<file path="src/rtl/cle3_pkg.sv">
// Shared decode constants and types for the CLE3 SDRD capture path.
// Imported by the bit framer and the capture top level.
package cle3_pkg;

   localparam logic KEY_WIN_SSER = 1'b0;
   localparam logic KEY_WIN_BA13 = 1'b0;
   localparam logic KEY_WIN_BA12 = 1'b1;
   localparam logic KEY_WIN_BR_W = 1'b1;

   localparam logic [3:0] SYNC_NIB_DEF = 4'h8;

   typedef enum logic {
      EMPTY = 1'b0,
      FULL  = 1'b1
   } hold_state_t;

   function automatic logic key_win(
      input logic sser,
      input logic ba13,
      input logic ba12,
      input logic br_w
   );
      return (sser == KEY_WIN_SSER) &&
             (ba13 == KEY_WIN_BA13) &&
             (ba12 == KEY_WIN_BA12) &&
             (br_w == KEY_WIN_BR_W);
   endfunction

endpackage

</file>
<file path="src/rtl/cle3_bit_framer.sv">
// Serial-to-byte framer for SDRD: bit counter, shift register,
// resync detection and idle timeout on partial bytes.
module cle3_bit_framer
   import cle3_pkg::*;
#(
   parameter bit         MSB_FIRST    = 1'b0,
   parameter logic [3:0] SYNC_NIB     = SYNC_NIB_DEF,
   parameter int         IDLE_TIMEOUT = 1023,
   parameter int         TO_W         = 10
) (
   input  logic       clk,
   input  logic       rst_n,
   input  logic       acc_stb,
   input  logic       sser,
   input  logic       ba13,
   input  logic       ba12,
   input  logic [3:0] ba_nib,
   input  logic       br_w,
   input  logic       sdrd,
   input  logic       sdrd_oe,
   output logic [2:0] bit_cnt,
   output logic       frame_err,
   output logic       byte_done,
   output logic [7:0] byte_val
);

   localparam bit TO_EN = (IDLE_TIMEOUT > 0);
   localparam int TO_LAST_I =
      TO_EN ? IDLE_TIMEOUT - 1 : 0;
   localparam logic [TO_W-1:0] TO_LAST =
      TO_LAST_I[TO_W-1:0];
   localparam logic [TO_W-1:0] TO_MAX = '1;

   logic [7:0]      sreg;
   logic [7:0]      sreg_sh;
   logic [TO_W-1:0] to_cnt;
   logic            qual;
   logic            sync;
   logic            shift;
   logic            to_hit;
   logic            partial;

   always_comb begin
      qual    = acc_stb &
                key_win(sser, ba13, ba12, br_w);
      sync    = qual & (ba_nib == SYNC_NIB);
      shift   = qual & ~sync & sdrd_oe;
      partial = (bit_cnt != 3'd0);
      sreg_sh = MSB_FIRST ? {sreg[6:0], sdrd}
                          : {sdrd, sreg[7:1]};
      // Fires on the edge where the count would reach the limit.
      to_hit  = TO_EN && !qual && partial &&
                (to_cnt == TO_LAST);
      byte_done = shift & (bit_cnt == 3'd7);
      byte_val  = sreg_sh;
   end

   always_ff @(posedge clk or negedge rst_n) begin
      if (!rst_n) begin
         sreg      <= '0;
         bit_cnt   <= '0;
         to_cnt    <= '0;
         frame_err <= 1'b0;
      end else begin
         frame_err <= (sync & partial) | to_hit;
         if (sync || to_hit) begin
            sreg    <= '0;
            bit_cnt <= '0;
         end else if (shift) begin
            sreg    <= sreg_sh;
            bit_cnt <= bit_cnt + 3'd1;
         end
         if (qual || to_hit) begin
            to_cnt <= '0;
         end else if (partial && to_cnt != TO_MAX) begin
            to_cnt <= to_cnt + 1'b1;
         end
      end
   end

endmodule

</file>
<file path="src/rtl/cle3_sdrd_capture.sv">
// Captures SDRD key-window bits into bytes and hands them to the
// host through a one-entry valid/ready holding register.
module cle3_sdrd_capture
   import cle3_pkg::*;
#(
   parameter bit         MSB_FIRST    = 1'b0,
   parameter logic [3:0] SYNC_NIB     = SYNC_NIB_DEF,
   parameter int         IDLE_TIMEOUT = 1023,
   parameter int         TO_W         = 10
) (
   input  logic       clk,
   input  logic       rst_n,
   input  logic       acc_stb,
   input  logic       SSER,
   input  logic       BA13,
   input  logic       BA12,
   input  logic [3:0] BA_NIB,
   input  logic       BR_W,
   input  logic       sdrd,
   input  logic       sdrd_oe,
   output logic [7:0] byte_data,
   output logic       byte_valid,
   input  logic       byte_ready,
   output logic [2:0] bit_cnt,
   output logic       overrun,
   output logic       frame_err,
   input  logic       clr_ovr
);

   hold_state_t state;
   hold_state_t state_nxt;
   logic        byte_done;
   logic [7:0]  byte_val;
   logic        load;
   logic        ovr_set;

   cle3_bit_framer #(
      .MSB_FIRST    (MSB_FIRST),
      .SYNC_NIB     (SYNC_NIB),
      .IDLE_TIMEOUT (IDLE_TIMEOUT),
      .TO_W         (TO_W)
   ) u_framer (
      .clk       (clk),
      .rst_n     (rst_n),
      .acc_stb   (acc_stb),
      .sser      (SSER),
      .ba13      (BA13),
      .ba12      (BA12),
      .ba_nib    (BA_NIB),
      .br_w      (BR_W),
      .sdrd      (sdrd),
      .sdrd_oe   (sdrd_oe),
      .bit_cnt   (bit_cnt),
      .frame_err (frame_err),
      .byte_done (byte_done),
      .byte_val  (byte_val)
   );

   always_comb begin
      state_nxt = state;
      load      = 1'b0;
      ovr_set   = 1'b0;
      unique case (state)
         EMPTY: begin
            if (byte_done) begin
               load      = 1'b1;
               state_nxt = FULL;
            end
         end
         FULL: begin
            // Same-cycle accept frees the slot for the new byte.
            if (byte_done) begin
               load    = byte_ready;
               ovr_set = ~byte_ready;
            end else if (byte_ready) begin
               state_nxt = EMPTY;
            end
         end
      endcase
   end

   always_ff @(posedge clk or negedge rst_n) begin
      if (!rst_n) begin
         state     <= EMPTY;
         byte_data <= '0;
         overrun   <= 1'b0;
      end else begin
         state <= state_nxt;
         if (load) begin
            byte_data <= byte_val;
         end
         if (ovr_set) begin
            overrun <= 1'b1;
         end else if (clr_ovr) begin
            overrun <= 1'b0;
         end
      end
   end

   assign byte_valid = (state == FULL);

endmodule
</file>
<file path="config.mk">
export PLATFORM = sky130hd
export DESIGN_NAME = cle3_sdrd_capture
export DESIGN_NICKNAME = d
export VERILOG_FILES = /design/src/rtl/cle3_pkg.sv /design/src/rtl/cle3_bit_framer.sv /design/src/rtl/cle3_sdrd_capture.sv
export SDC_FILE = /design/constraint.sdc
export NUM_CORES = 1
export LEC_CHECK = 0
export BUFFER_PORTS_ARGS = -buffer_cell sky130_fd_sc_hd__buf_2
export CAP_MARGIN = 20
export CELL_PAD_IN_SITES_DETAIL_PLACEMENT = 0
export CELL_PAD_IN_SITES_GLOBAL_PLACEMENT = 1
export CORE_UTILIZATION = 43
export DETAILED_ROUTE_END_ITERATION = 10
export PLACE_DENSITY = 0.83
export SLEW_MARGIN = 20
export SYNTH_ARGS = -nofsm -noshare
export SYNTH_HDL_FRONTEND = slang
export SYNTH_SLANG_ARGS = --single-unit
</file>
<file path="constraint.sdc">
create_clock -name clk -period 1.7 [get_ports clk]
set_input_delay 0.085 -clock clk [delete_from_list [all_inputs] [get_ports clk]]
set_output_delay 0.085 -clock clk [all_outputs]
set_load 0.1 [all_outputs]
</file>
# ---- Word level (Yosys, flattened, before mapping)
# Cells that the tools add are included.
dict set report word_totals {
  mem_count 0
  in_bits 15
  word_cells 54
  romBits 0
  ram_bits 0
  register_bits 32
  out_inout_bits 14
  latch_bits 0
}
dict set report op_classes {
  div_mod_pow 0
  mux 16
  bitwise_logic 12
  shift 0
  magnitude_cmp 0
  eq_ne 4
  n_reduce_logical 13
  n_mul 0
  add_sub_neg 2
}
# op count
set op_table {}
lappend op_table {{$mux W10} 2}
lappend op_table {{$mux W8} 2}
lappend op_table {{$add A10 B1 Y10 const B} 1}
lappend op_table {{$eq A10 B10 Y1 const B} 1}
lappend op_table {{$ne A10 B10 Y1 const B} 1}
lappend op_table {{$mux W1} 8}
lappend op_table {{$and A1 B1 Y1} 6}
lappend op_table {{$logic_and A1 B1 Y1} 6}
lappend op_table {{$mux W3} 2}
lappend op_table {{$reduce_bool A2 Y1} 3}
lappend op_table {{$not A1 Y1} 5}
lappend op_table {{$eq A4 B4 Y1 const B} 1}
lappend op_table {{$pmux W1 S2} 2}
lappend op_table {{$add A3 B1 Y3 const B} 1}
lappend op_table {{$eq A3 B3 Y1 const B} 1}
lappend op_table {{$reduce_bool A3 Y1} 1}
lappend op_table {{$logic_or A1 B1 Y1} 2}
lappend op_table {{$logic_not A1 Y1} 1}
lappend op_table {{$or A1 B1 Y1} 1}

# ---- Logic depth before layout (Yosys ltp)
# Gate-level depths: netlist (run 1).
dict set report depth {
  ltp_word 13
  mapped_depth 8
  ltp_nobuf 6
}

# ---- Cells and area by module
# A second synthesis (run 1) with hierarchy kept.
dict set report hier_totals {
  hier_cells 135
  hier_area_um2 1599.0
}
# mod area_per_inst_um2 n_inst cells_per_inst
set modules_own_cells {}
lappend modules_own_cells {cle3_bit_framer 1186.1 1 111}
lappend modules_own_cells {cle3_sdrd_capture 412.9 1 24}

# ---- Worst setup path after synthesis (run 1)
# OpenSTA, ideal clock, no wires.
dict set report synth_timing {
  path_type {register -> register}
  start {reg u_framer.bit_cnt[0]}
  end {reg u_framer.bit_cnt[2]}
  setup_slack_ps -609
  path_buffers 2
  arrival_time_ps 2186
  period_less_slack_ps 2309
  t_required_ps 1577
  stages_incl_launch_ff 9
  path_cell_list {dfrtp_1 > inv_1 > ha_1 > nand2b_1 > buf_4 > nand4_1 > o31ai_4 > buf_6 > nor2_1}
}
dict set report synth_between {
  elab_chain_cells 5
  elab_cells_between_ends 8
  classes_between {add/sub (1); mux (2); reduce/logical (5)}
}
# element line_no
set synth_rtl {}
lappend synth_rtl {{from (decl)} cle3_bit_framer.sv:21} ;# output logic [2:0] bit_cnt,
lappend synth_rtl {{from (signal assigned)} cle3_bit_framer.sv:71} ;# bit_cnt <= bit_cnt + 3'd1;
lappend synth_rtl {{parallel branches: the longest is 5 deep, another holds $add A3 B1 Y3} n/a}
# Several ways; the timed one is not identified. The select of a mux whose other input is x is not followed.
# A chain may end at the register's enable or synchronous reset.

# ---- Worst setup path in the final report (run 1)
dict set report layout_timing {
  start {reg u_framer.bit_cnt[1]}
  end {reg u_framer.to_cnt[7]}
}
dict set report layout_between {
  elab_chain_cells 5
  elab_cells_between_ends 7
  classes_between {mux (1); reduce/logical (6)}
}
# element line_no
set layout_rtl {}
lappend layout_rtl {{$reduce_bool A3 Y1 *} cle3_bit_framer.sv:48} ;# partial = (bit_cnt != 3'd0);
lappend layout_rtl {{$logic_and A1 B1 Y1 (2 in series)} cle3_bit_framer.sv:52} ;# to_hit = TO_EN && !qual && partial &&
lappend layout_rtl {{$logic_or A1 B1 Y1} cle3_bit_framer.sv:73} ;# if (qual || to_hit) begin
lappend layout_rtl {{$mux W10 or $reduce_bool A2 Y1 (tied branches)} n/a}
lappend layout_rtl {{to (signal assigned)} cle3_bit_framer.sv:76} ;# to_cnt <= to_cnt + 1'b1;
lappend layout_rtl {{to (decl)} cle3_bit_framer.sv:36} ;# logic [TO_W-1:0] to_cnt;
# Every way passes the cells marked *; elsewhere a longest branch is shown, timed or not.

==> results.sh, run 1 <==
export IMPL_status="completed"
export IMPL_avgSynthCellArea_um2=11.81
export IMPL_final_cell_area_um2=1902
export IMPL_synth_edf_count=0
export IMPL_max_freq_mhz=627.2
export IMPL_hold_viol=0
export IMPL_io_pins=29
export IMPL_yosys_warnings=0
export IMPL_syn_area_um2=1559
export IMPL_cts_tree="done"
export IMPL_hp_start="sdrd_oe"
export IMPL_synthAdderAreaFrac_pct=4.013
export IMPL_timing_clock_skew_ns=0.008019
export IMPL_ys_seq_area_share_pct=49.76
export IMPL_worst_pin_slew_ns=0.6714
export IMPL_cts_made_buffers=5
export IMPL_antenna_found_initial=0
export IMPL_drc=0
export IMPL_placedInstanceArea_um2=1797
export IMPL_cp_arrival_ns=1.84
export IMPL_insertion_delay_ns=0.32
export IMPL_criticalPathCategory="reg2reg"
export IMPL_synth_nets=152
export IMPL_floorplan_initialDensity_pct=45.64
export IMPL_setup_viol=0
export IMPL_core_area_um2=3416
export IMPL_p_leak_nw=0.9571
export IMPL_maxSlewHeadroom_pct=55.24
export IMPL_cts_resized=0
export IMPL_critPathLaunch="u_framer.bit_cnt[1]$_DFFE_PN0P_"
export IMPL_synth_mux_area_share_pct=11.56
export IMPL_slew_violations=0
export IMPL_io_buffers=28
export IMPL_wirelength_um=2911
export IMPL_ir_worst_vdd_mv=0.5109
export IMPL_htree_num_levels=2
export IMPL_hpwl_um=2208
export IMPL_grt_ovfl_total=0
export IMPL_critPathLaunchType="flop"
export IMPL_fin_crit_sh_pct=93.79
export IMPL_clk_path_buf_depth=2
export IMPL_yosys_area_share_simple_pct=20.14
export IMPL_synth_main_ff_cell="dfrtp_1"
export IMPL_rsz0062_at_grt="no"
export IMPL_cp_max_fo=4
export IMPL_synth_top_family_by_area="simple AND/OR/NAND/NOR gates"
export IMPL_final_common_cell="buf_2"
export IMPL_grt_pass1_vias=1157
export IMPL_synthToLayoutAreaGrowth_pct=21.99
export IMPL_synth_cells=132
export IMPL_worst_slack_ns=0.1056
export IMPL_vias=1157
export IMPL_first_pass_iters=6
export IMPL_final_cell_mix="28 x buf_2, 27 x dfrtp_1, 15 x nor2_1, 9 x mux2i_1, 8 x mux2_2"
export IMPL_synth_compound_area_share_pct=9.470
export IMPL_clock_sinks=31
export IMPL_diodes=0
export IMPL_period_needed_ns=1.594
export IMPL_synthArstFlopShare_pct=100.0
export IMPL_die_height_um=62.21
export IMPL_die_area_um2=3870
export IMPL_viasPerCell=5.259
export IMPL_cts_root_buf="clkbuf_4"
export IMPL_drv_cap=0
export IMPL_grt_pass1_wl_um=5030
export IMPL_ant_nets=0
export IMPL_nets=193
export IMPL_dp_slack_ns=0.1033
export IMPL_gp_congestion=0.8171
export IMPL_num_rows=21
export IMPL_reg2reg_from="u_framer.bit_cnt[1]$_DFFE_PN0P_"
export IMPL_powerDensity_nw_per_um2=1194
export IMPL_wl_per_cell_um=13.23
export IMPL_grt_max_degree=32
export IMPL_critPathCaptureType="flop"
export IMPL_drt_initial_drc_count=23
export IMPL_worst_ep_required_time_ns=1.95
export IMPL_drive_gt1_share_pct=40.23
export IMPL_ys_ff_latch=31
export IMPL_ys_types=40
export IMPL_fin_tns_setup_ns=0
export IMPL_path_clk_slew_ns=0.10
export IMPL_synth_xor_area_share_pct=1.685
export IMPL_min_path_type="in2reg"
export IMPL_track_usage_pct=17.18
export IMPL_fp_dieW_um=62.21
==> kinds of logic (layout without fill, tap and decap cells) <==
kind of cell | count (synthesis) | count (layout)
buffers and inverters | 9 | 51
AND/OR/NAND/NOR | 50 | 50
AO/OA/AOI/OAI | 17 | 17
flip-flops | 31 | 31
XOR/XNOR | 3 | 3
multiplexers | 17 | 17
adder cells (fa/ha/maj) | 5 | 5
==> synthesized netlist by cell type, types with 3 or more instances <==
master,number,share of area (%)
ha_1,5,4.0
mux2i_1,9,5.8
nand2_1,5,1.2
a21oi_1,7,2.2
dfrtp_1,31,50
nor2_1,15,3.6
nand3_1,4,1.3
nor3_1,4,1.3
inv_1,6,1.4
xnor2_1,3,1.7
mux2_2,8,5.8
==> critical path, cell delays in order, from the launching register on <==
cell	delay, ns
dfrtp_4	0.50
inv_2	0.08
ha_4	0.12
nor2b_1	0.20
and4bb_2	0.28
a31o_2	0.23
a21oi_1	0.11
==> state kept, by name (all words and copies together) (netlist names) <==
name                cells
u_framer.bit_cnt        3
u_framer.to_cnt        10
overrun                 1
u_framer.frame_err      1
byte_data               8
u_framer.sreg           7
byte_valid              1
==> final cells by class <==
cell class,instances,area (um2)
fill,314,1514
timing repair buffer,37,215.2
inverter,6,25.02
multi-input combinational,92,743.2
tap,46,57.56
clock inverter,1,30.03
clock buffer,7,45.04
sequential,31,785.8
==> final timing paths <==
| path | end | slack, ns | cells after the start |
|---|---|---|---|
| worst max-delay path | u_framer.to_cnt[7]$_DFFE_PN0P_ | 0.11 | 6 |
| worst min-delay path | byte_valid$_DFF_PN0_ | 0.06 | 3 |
| worst max register to register | u_framer.to_cnt[7]$_DFFE_PN0P_ | 0.11 | 6 |
| worst min register to register | byte_data[1]$_DFFE_PN0P_ | 0.51 | 1 |
| max in group asynchronous | u_framer.bit_cnt[1]$_DFFE_PN0P_ | 0.87 | 2 |
| min in group asynchronous | u_framer.to_cnt[8]$_DFFE_PN0P_ | 0.33 | 2 |
==> report_power, final <==
| part | leakage [nW] | total [mW] | switching, mW | internal (mW) |
|---|---|---|---|---|
| Sequential | 0.413 | 0.979 | 0.127 | 0.852 |
| Clock | 0.0395 | 0.551 | 0.239 | 0.312 |
| Combinational | 0.505 | 0.742 | 0.448 | 0.294 |
==> what timing repair did <==
item / in CTS / in global routing
hold endpoints to repair: 33 / 0
setup buffers: 0 / 0
hold buffers: 3 / 0
==> layer usage <==
layer	global-route usage (%)	wire length [um]	share of wire, %
met1	18.62	1206	41
met3	5.882	167	5.7
met2	29.67	1501	52
met5	0	0	0
met4	8.721	36	1.2
==> stage by stage <==
| stage | total power [mW] | hold slack (ns) | instances | util, % |
|---|---|---|---|---|
| after floorplan | 1.538 | -0.2106 | 132 | - |
| after global placement | 1.703 | 0.1550 | 209 | 52.60 |
| after detailed placement | 1.737 | 0.1648 | 209 | 52.60 |
| after CTS | 2.301 | 0.05093 | 220 | 55.68 |
| after global routing | 2.410 | 0.06267 | 220 | 55.68 |
| final | 2.272 | 0.06172 | 220 | 55.68 |
Power figures use the tool's default switching activity.
==> run 2, diff against run 1 <==
- clock period: 1.7 -> 1.57 ns (I/O delays scaled with it)
==> results.sh, run 2 (synthesis gave the netlist of run 1 again) <==
export IMPL_ant_nets=0
export IMPL_wl_per_cell_um=14.10
export IMPL_cts_tree="done"
export IMPL_gr_usage_met2_pct=30.22
export IMPL_critPathMaxStageDelay_ns=0.51
export IMPL_io_pins=29
export IMPL_ir_worst_vdd_mv=0.5940
export IMPL_setup_viol=0
export IMPL_hold_viol=0
export IMPL_clk_path_buf_depth=2
export IMPL_die_area_um2=3870
export IMPL_p_total_mw=2.664
export IMPL_dp_slack_ns=-0.02632
export IMPL_drt_initial_drc_count=23
export IMPL_p_leak_nw=1.007
export IMPL_io_buffers=28
export IMPL_htree_num_levels=2
export IMPL_insertion_delay_ns=0.34
export IMPL_diodes=0
export IMPL_holdWs_ns=0.03216
export IMPL_nets=199
export IMPL_worst_pin_slew_ns=0.4934
export IMPL_grt_max_degree=24
export IMPL_worst_ep_required_time_ns=1.84
export IMPL_cts_root_buf="clkbuf_4"
export IMPL_clock_sinks=31
export IMPL_cp_slowest_cell="dfrtp_4"
export IMPL_first_pass_iters=4
export IMPL_cp_max_fo=4
export IMPL_die_height_um=62.21
export IMPL_gp_congestion=0.7949
export IMPL_core_area_um2=3416
export IMPL_final_cell_area_um2=2059
export IMPL_crit_chain="inv_4, ha_4, nor2b_4, and4bb_2, a31o_2, a21oi_2"
export IMPL_status="completed"
export IMPL_final_common_cell="buf_2"
export IMPL_path_clk_slew_ns=0.10
export IMPL_placedInstanceArea_um2=1822
export IMPL_drive_gt1_share_pct=50.00
export IMPL_floorplan_initialDensity_pct=45.64
export IMPL_grt_ovfl_total=0
export IMPL_final_cell_mix="28 x buf_2, 26 x dfrtp_1, 15 x nor2_1, 9 x mux2i_1, 8 x buf_4"
export IMPL_slew_violations=0
export IMPL_busiest_layer="met2"
export IMPL_top_regs="u_framer.to_cnt: 10 flops, byte_data: 8 flops, u_framer.sreg: 7 flops"
export IMPL_maxSlewHeadroom_pct=67.11
export IMPL_grt_pass1_wl_um=5395
export IMPL_wirelength_um=3186
export IMPL_track_usage_pct=18.29
export IMPL_criticalPathCategory="reg2reg"
export IMPL_drc=0
export IMPL_vias=1168
export IMPL_antenna_found_initial=0
export IMPL_top_register="u_framer.to_cnt"
export IMPL_fp_dieW_um=62.21
export IMPL_use_met3_pct=5.147
export IMPL_num_rows=21
export IMPL_worst_slack_ns=0.001709
export IMPL_largest_reg_flops=10
export IMPL_powerDensity_nw_per_um2=1293
export IMPL_use_met1_pct=22.33
export IMPL_fin_crit_sh_pct=99.89
export IMPL_max_freq_mhz=637.6
export IMPL_grt_pass1_vias=1174
export IMPL_timing_clock_skew_ns=0.01264
export IMPL_dpl_cell_count=210
export IMPL_period_needed_ns=1.568
export IMPL_min_path_type="in2reg"
export IMPL_rsz0062_at_grt="yes"
export IMPL_cp_arrival_ns=1.84
export IMPL_drv_cap=0
export IMPL_instances_no_fill=226
export IMPL_viasPerCell=5.168
export IMPL_critPathLaunchType="flop"
export IMPL_critPathCaptureType="flop"
export IMPL_synthToLayoutAreaGrowth_pct=32.10
export IMPL_cts_made_buffers=5
export IMPL_hpwl_um=2189
run 2: stage by stage:
| step | utilization, % | TNS, ns |
|---|---|---|
| floorplan | - | -4.812 |
| global placement | 53.33 | 0 |
| detailed placement | 53.33 | -0.04843 |
| CTS | 57.80 | -0.01107 |
| global route | 60.29 | -0.2683 |
| finish | 60.29 | 0 |
run 2: per-layer routing:
layer	wire [um]	part of all wire, %
met5	0	0
met4	60	1.9
met3	145	4.6
met2	1543	48
met1	1437	45
run 2: report_power, final:
part	switching, mW	internal, mW	total [mW]
Clock	0.276	0.376	0.652
Sequential	0.148	0.923	1.07
Combinational	0.524	0.418	0.942
Total	0.947	1.72	2.66
run 2: cell type report:
| class | instances | area, um2 |
|---|---|---|
| well taps | 46 | 57.56 |
| clock buffers | 6 | 51.30 |
| repair buffers | 42 | 281.5 |
| fillers | 290 | 1356 |
| multi-input cells | 93 | 822.0 |
| clock inverters | 2 | 35.03 |
| flip-flops and latches | 31 | 787.0 |
| inverters | 6 | 25.02 |
run 2: critical path, delay by kind of cell (launching register included):
family,cells,cell delay [ns]
compound gates,2,0.35
fa+ha+maj,1,0.14
buf+inv,1,0.08
flops,1,0.51
simple gates,2,0.43
run 2: worst paths after layout:
check	startpoint	end	slack, ns	depth (start not counted)
max reg2reg	u_framer.bit_cnt[0]$_DFFE_PN0P_	u_framer.to_cnt[7]$_DFFE_PN0P_	0.002	6
min in group asynchronous	rst_n	u_framer.frame_err$_DFF_PN0_	0.23	2
min	sdrd_oe	byte_valid$_DFF_PN0_	0.03	3
max in group asynchronous	rst_n	u_framer.to_cnt[2]$_DFFE_PN0P_	0.82	3
min reg2reg	byte_data[3]$_DFFE_PN0P_	byte_data[3]$_DFFE_PN0P_	0.51	1
max	u_framer.bit_cnt[0]$_DFFE_PN0P_	u_framer.to_cnt[7]$_DFFE_PN0P_	0.002	6
run 2: timing repair:
action                                  CTS  global route
pin swaps                                 1             4
gates cloned                              0             1
buffers inserted                          1             3
gates resized for setup                   5            11
hold buffers                              3             0
endpoints found under the setup margin   11            27
hold endpoints to repair                 24             0
==> run 3, diff against run 2 <==
- CORE_MARGIN: default -> 2
- CORE_UTILIZATION: 43 -> 40
- PLACE_DENSITY: 0.83 -> 0.78
==> results.sh, run 3 (synthesis gave the netlist of run 1 again) <==
export IMPL_final_common_cell="buf_2"
export IMPL_htree_num_levels=2
export IMPL_use_met3_pct=5.111
export IMPL_fillerInstances=311
export IMPL_powerDensity_nw_per_um2=1341
export IMPL_path_clk_slew_ns=0.07
export IMPL_busiest_layer="met2"
export IMPL_p_int_mw=1.827
export IMPL_max_freq_mhz=636.0
export IMPL_setup_viol=1
export IMPL_ir_worst_vdd_mv=0.6870
export IMPL_critPathLaunchType="flop"
export IMPL_io_buffers=28
export IMPL_core_area_um2=3716
export IMPL_grt_pass1_vias=1161
export IMPL_hpwl_um=2190
export IMPL_worst_pin_slew_ns=0.6860
export IMPL_maxSlewHeadroom_pct=54.27
export IMPL_drc=0
export IMPL_r2r_slack_ns=-0.002
export IMPL_die_area_um2=4413
export IMPL_top_regs="u_framer.to_cnt: 10 flops, byte_data: 8 flops, u_framer.sreg: 7 flops"
export IMPL_hold_viol=0
export IMPL_io_pins=29
export IMPL_track_usage_pct=16.46
export IMPL_min_path_type="in2reg"
export IMPL_clock_sinks=31
export IMPL_first_pass_iters=4
export IMPL_worst_slack_ns=-0.002225
export IMPL_cts_tree="done"
export IMPL_status="complete, but fails checks"
export IMPL_cp_arrival_ns=1.74
export IMPL_top_register="u_framer.to_cnt"
export IMPL_synthToLayoutAreaGrowth_pct=33.07
export IMPL_final_cell_mix="28 x buf_2, 26 x dfrtp_1, 15 x nor2_1, 9 x mux2i_1"
export IMPL_rsz0062_at_grt="yes"
export IMPL_viasPerCell=5.190
export IMPL_insertion_delay_ns=0.28
export IMPL_floorplan_initialDensity_pct=41.95
export IMPL_critPathCaptureType="flop"
export IMPL_fin_tns_setup_ns=-0.002225
export IMPL_worst_ep_required_time_ns=1.74
export IMPL_gr_usage_met2_pct=27.00
export IMPL_cts_made_buffers=5
export IMPL_p_leak_nw=1.012
export IMPL_num_rows=22
export IMPL_fp_dieW_um=66.43
export IMPL_p_comb_share_pct=32.7
export IMPL_wirelength_um=3218
export IMPL_cp_max_fo=3
export IMPL_vias=1173
export IMPL_drv_cap=0
export IMPL_largest_reg_flops=10
export IMPL_die_height_um=66.43
export IMPL_nets=197
export IMPL_ant_nets=0
export IMPL_fin_crit_sh_pct=100.1
export IMPL_power_frac_seq_pct=38.4
export IMPL_timing_clock_skew_ns=0.005090
export IMPL_drt_initial_drc_count=39
export IMPL_wl_per_cell_um=14.24
export IMPL_criticalPathCategory="reg2reg"
export IMPL_pwr_share_clk_pct=28.9
export IMPL_antenna_found_initial=0
export IMPL_cts_root_buf="clkbuf_8"
export IMPL_sw_frac_of_total_pct=34.31
export IMPL_fin_util_pct=55.82
export IMPL_period_needed_ns=1.572
export IMPL_switchingPower_mw=0.9544
export IMPL_violations="setup timing"
export IMPL_drive_gt1_share_pct=48.31
export IMPL_slew_violations=0
export IMPL_gp_congestion=0.7444
export IMPL_diodes=0
export IMPL_grt_pass1_wl_um=5257
export IMPL_grt_max_degree=32
export IMPL_grt_ovfl_total=0
export IMPL_use_met1_pct=19.59
export IMPL_clk_path_buf_depth=2
[run 3: timing repair]
| action | CTS | global route |
|---|---|---|
| setup buffers | 0 | 3 |
| hold buffers | 2 | 0 |
| cloned | 0 | 1 |
| pin swaps | 1 | 5 |
| resized for setup | 8 | 8 |
| endpoints found under the hold margin | 32 | 0 |
| setup endpoints to repair | 10 | 28 |
[run 3: worst paths after layout]
kind | endpoint | from | cells past startpoint
setup / recovery | u_framer.to_cnt[7]$_DFFE_PN0P_ | u_framer.bit_cnt[0]$_DFFE_PN0P_ | 7
min in group asynchronous | u_framer.to_cnt[7]$_DFFE_PN0P_ | rst_n | 2
setup reg to reg | u_framer.to_cnt[7]$_DFFE_PN0P_ | u_framer.bit_cnt[0]$_DFFE_PN0P_ | 7
hold / removal | byte_data[7]$_DFFE_PN0P_ | sdrd | 2
hold reg to reg | byte_data[1]$_DFFE_PN0P_ | byte_data[1]$_DFFE_PN0P_ | 1
max in group asynchronous | u_framer.bit_cnt[1]$_DFFE_PN0P_ | rst_n | 2
[run 3: per-stage QoR]
| step | area, um2 | power (mW) | hold WS [ns] | setup slack (ns) | std cells |
|---|---|---|---|---|---|
| 2_1_floorplan | 1593 | 1.674 | -0.2171 | -0.2493 | 132 |
| 3_3_place_gp | 1824 | 1.855 | 0.1532 | 0.02305 | 212 |
| 3_5_place_dp | 1824 | 1.888 | 0.1659 | -0.07555 | 212 |
| 4_1_cts | 1994 | 2.754 | 0.04426 | -0.01425 | 222 |
| 5_1_grt | 2074 | 2.963 | 0.04583 | -0.06483 | 226 |
| 6_report | 2074 | 2.781 | 0.05860 | -0.002225 | 226 |
[run 3: layout make-up]
type	count	area, um2	share of cell area (%)
repair buffers	40	267.8	12.91
flip-flops and latches	31	787.0	37.94
well taps	48	60.06	2.895
inverters	6	27.53	1.327
multi-input cells	93	814.5	39.26
clock buffers	6	82.58	3.981
clock inverters	2	35.03	1.689
[run 3: power by group through the flow]
| stage | Combinational, mW | Sequential [mW] | Clock, mW |
|---|---|---|---|
| after floorplan | 0.469 | 1.21 | 0 |
| after global placement | 0.787 | 1.07 | 0 |
| after detailed placement | 0.815 | 1.07 | 0 |
| after CTS | 0.860 | 1.06 | 0.833 |
| after global routing | 0.999 | 1.09 | 0.878 |
| final | 0.911 | 1.07 | 0.803 |
[run 3: routing by layer]
| layer | vias to the layer above | share of wire (%) |
|---|---|---|
| met4 | 0 | 1.9 |
| met1 | 572 | 45 |
| met2 | 31 | 48 |
| met5 | - | 0 |
| li1 | 565 | - |
| met3 | 5 | 5.4 |
[run 3: critical path: stages (launching register included)]
cell and delay, ns:
dfrtp_4 0.50, inv_4 0.07, ha_4 0.14, nor2b_4 0.16, and4bb_2 0.27, buf_4 0.14, nand4_1 0.11, a21oi_2 0.07
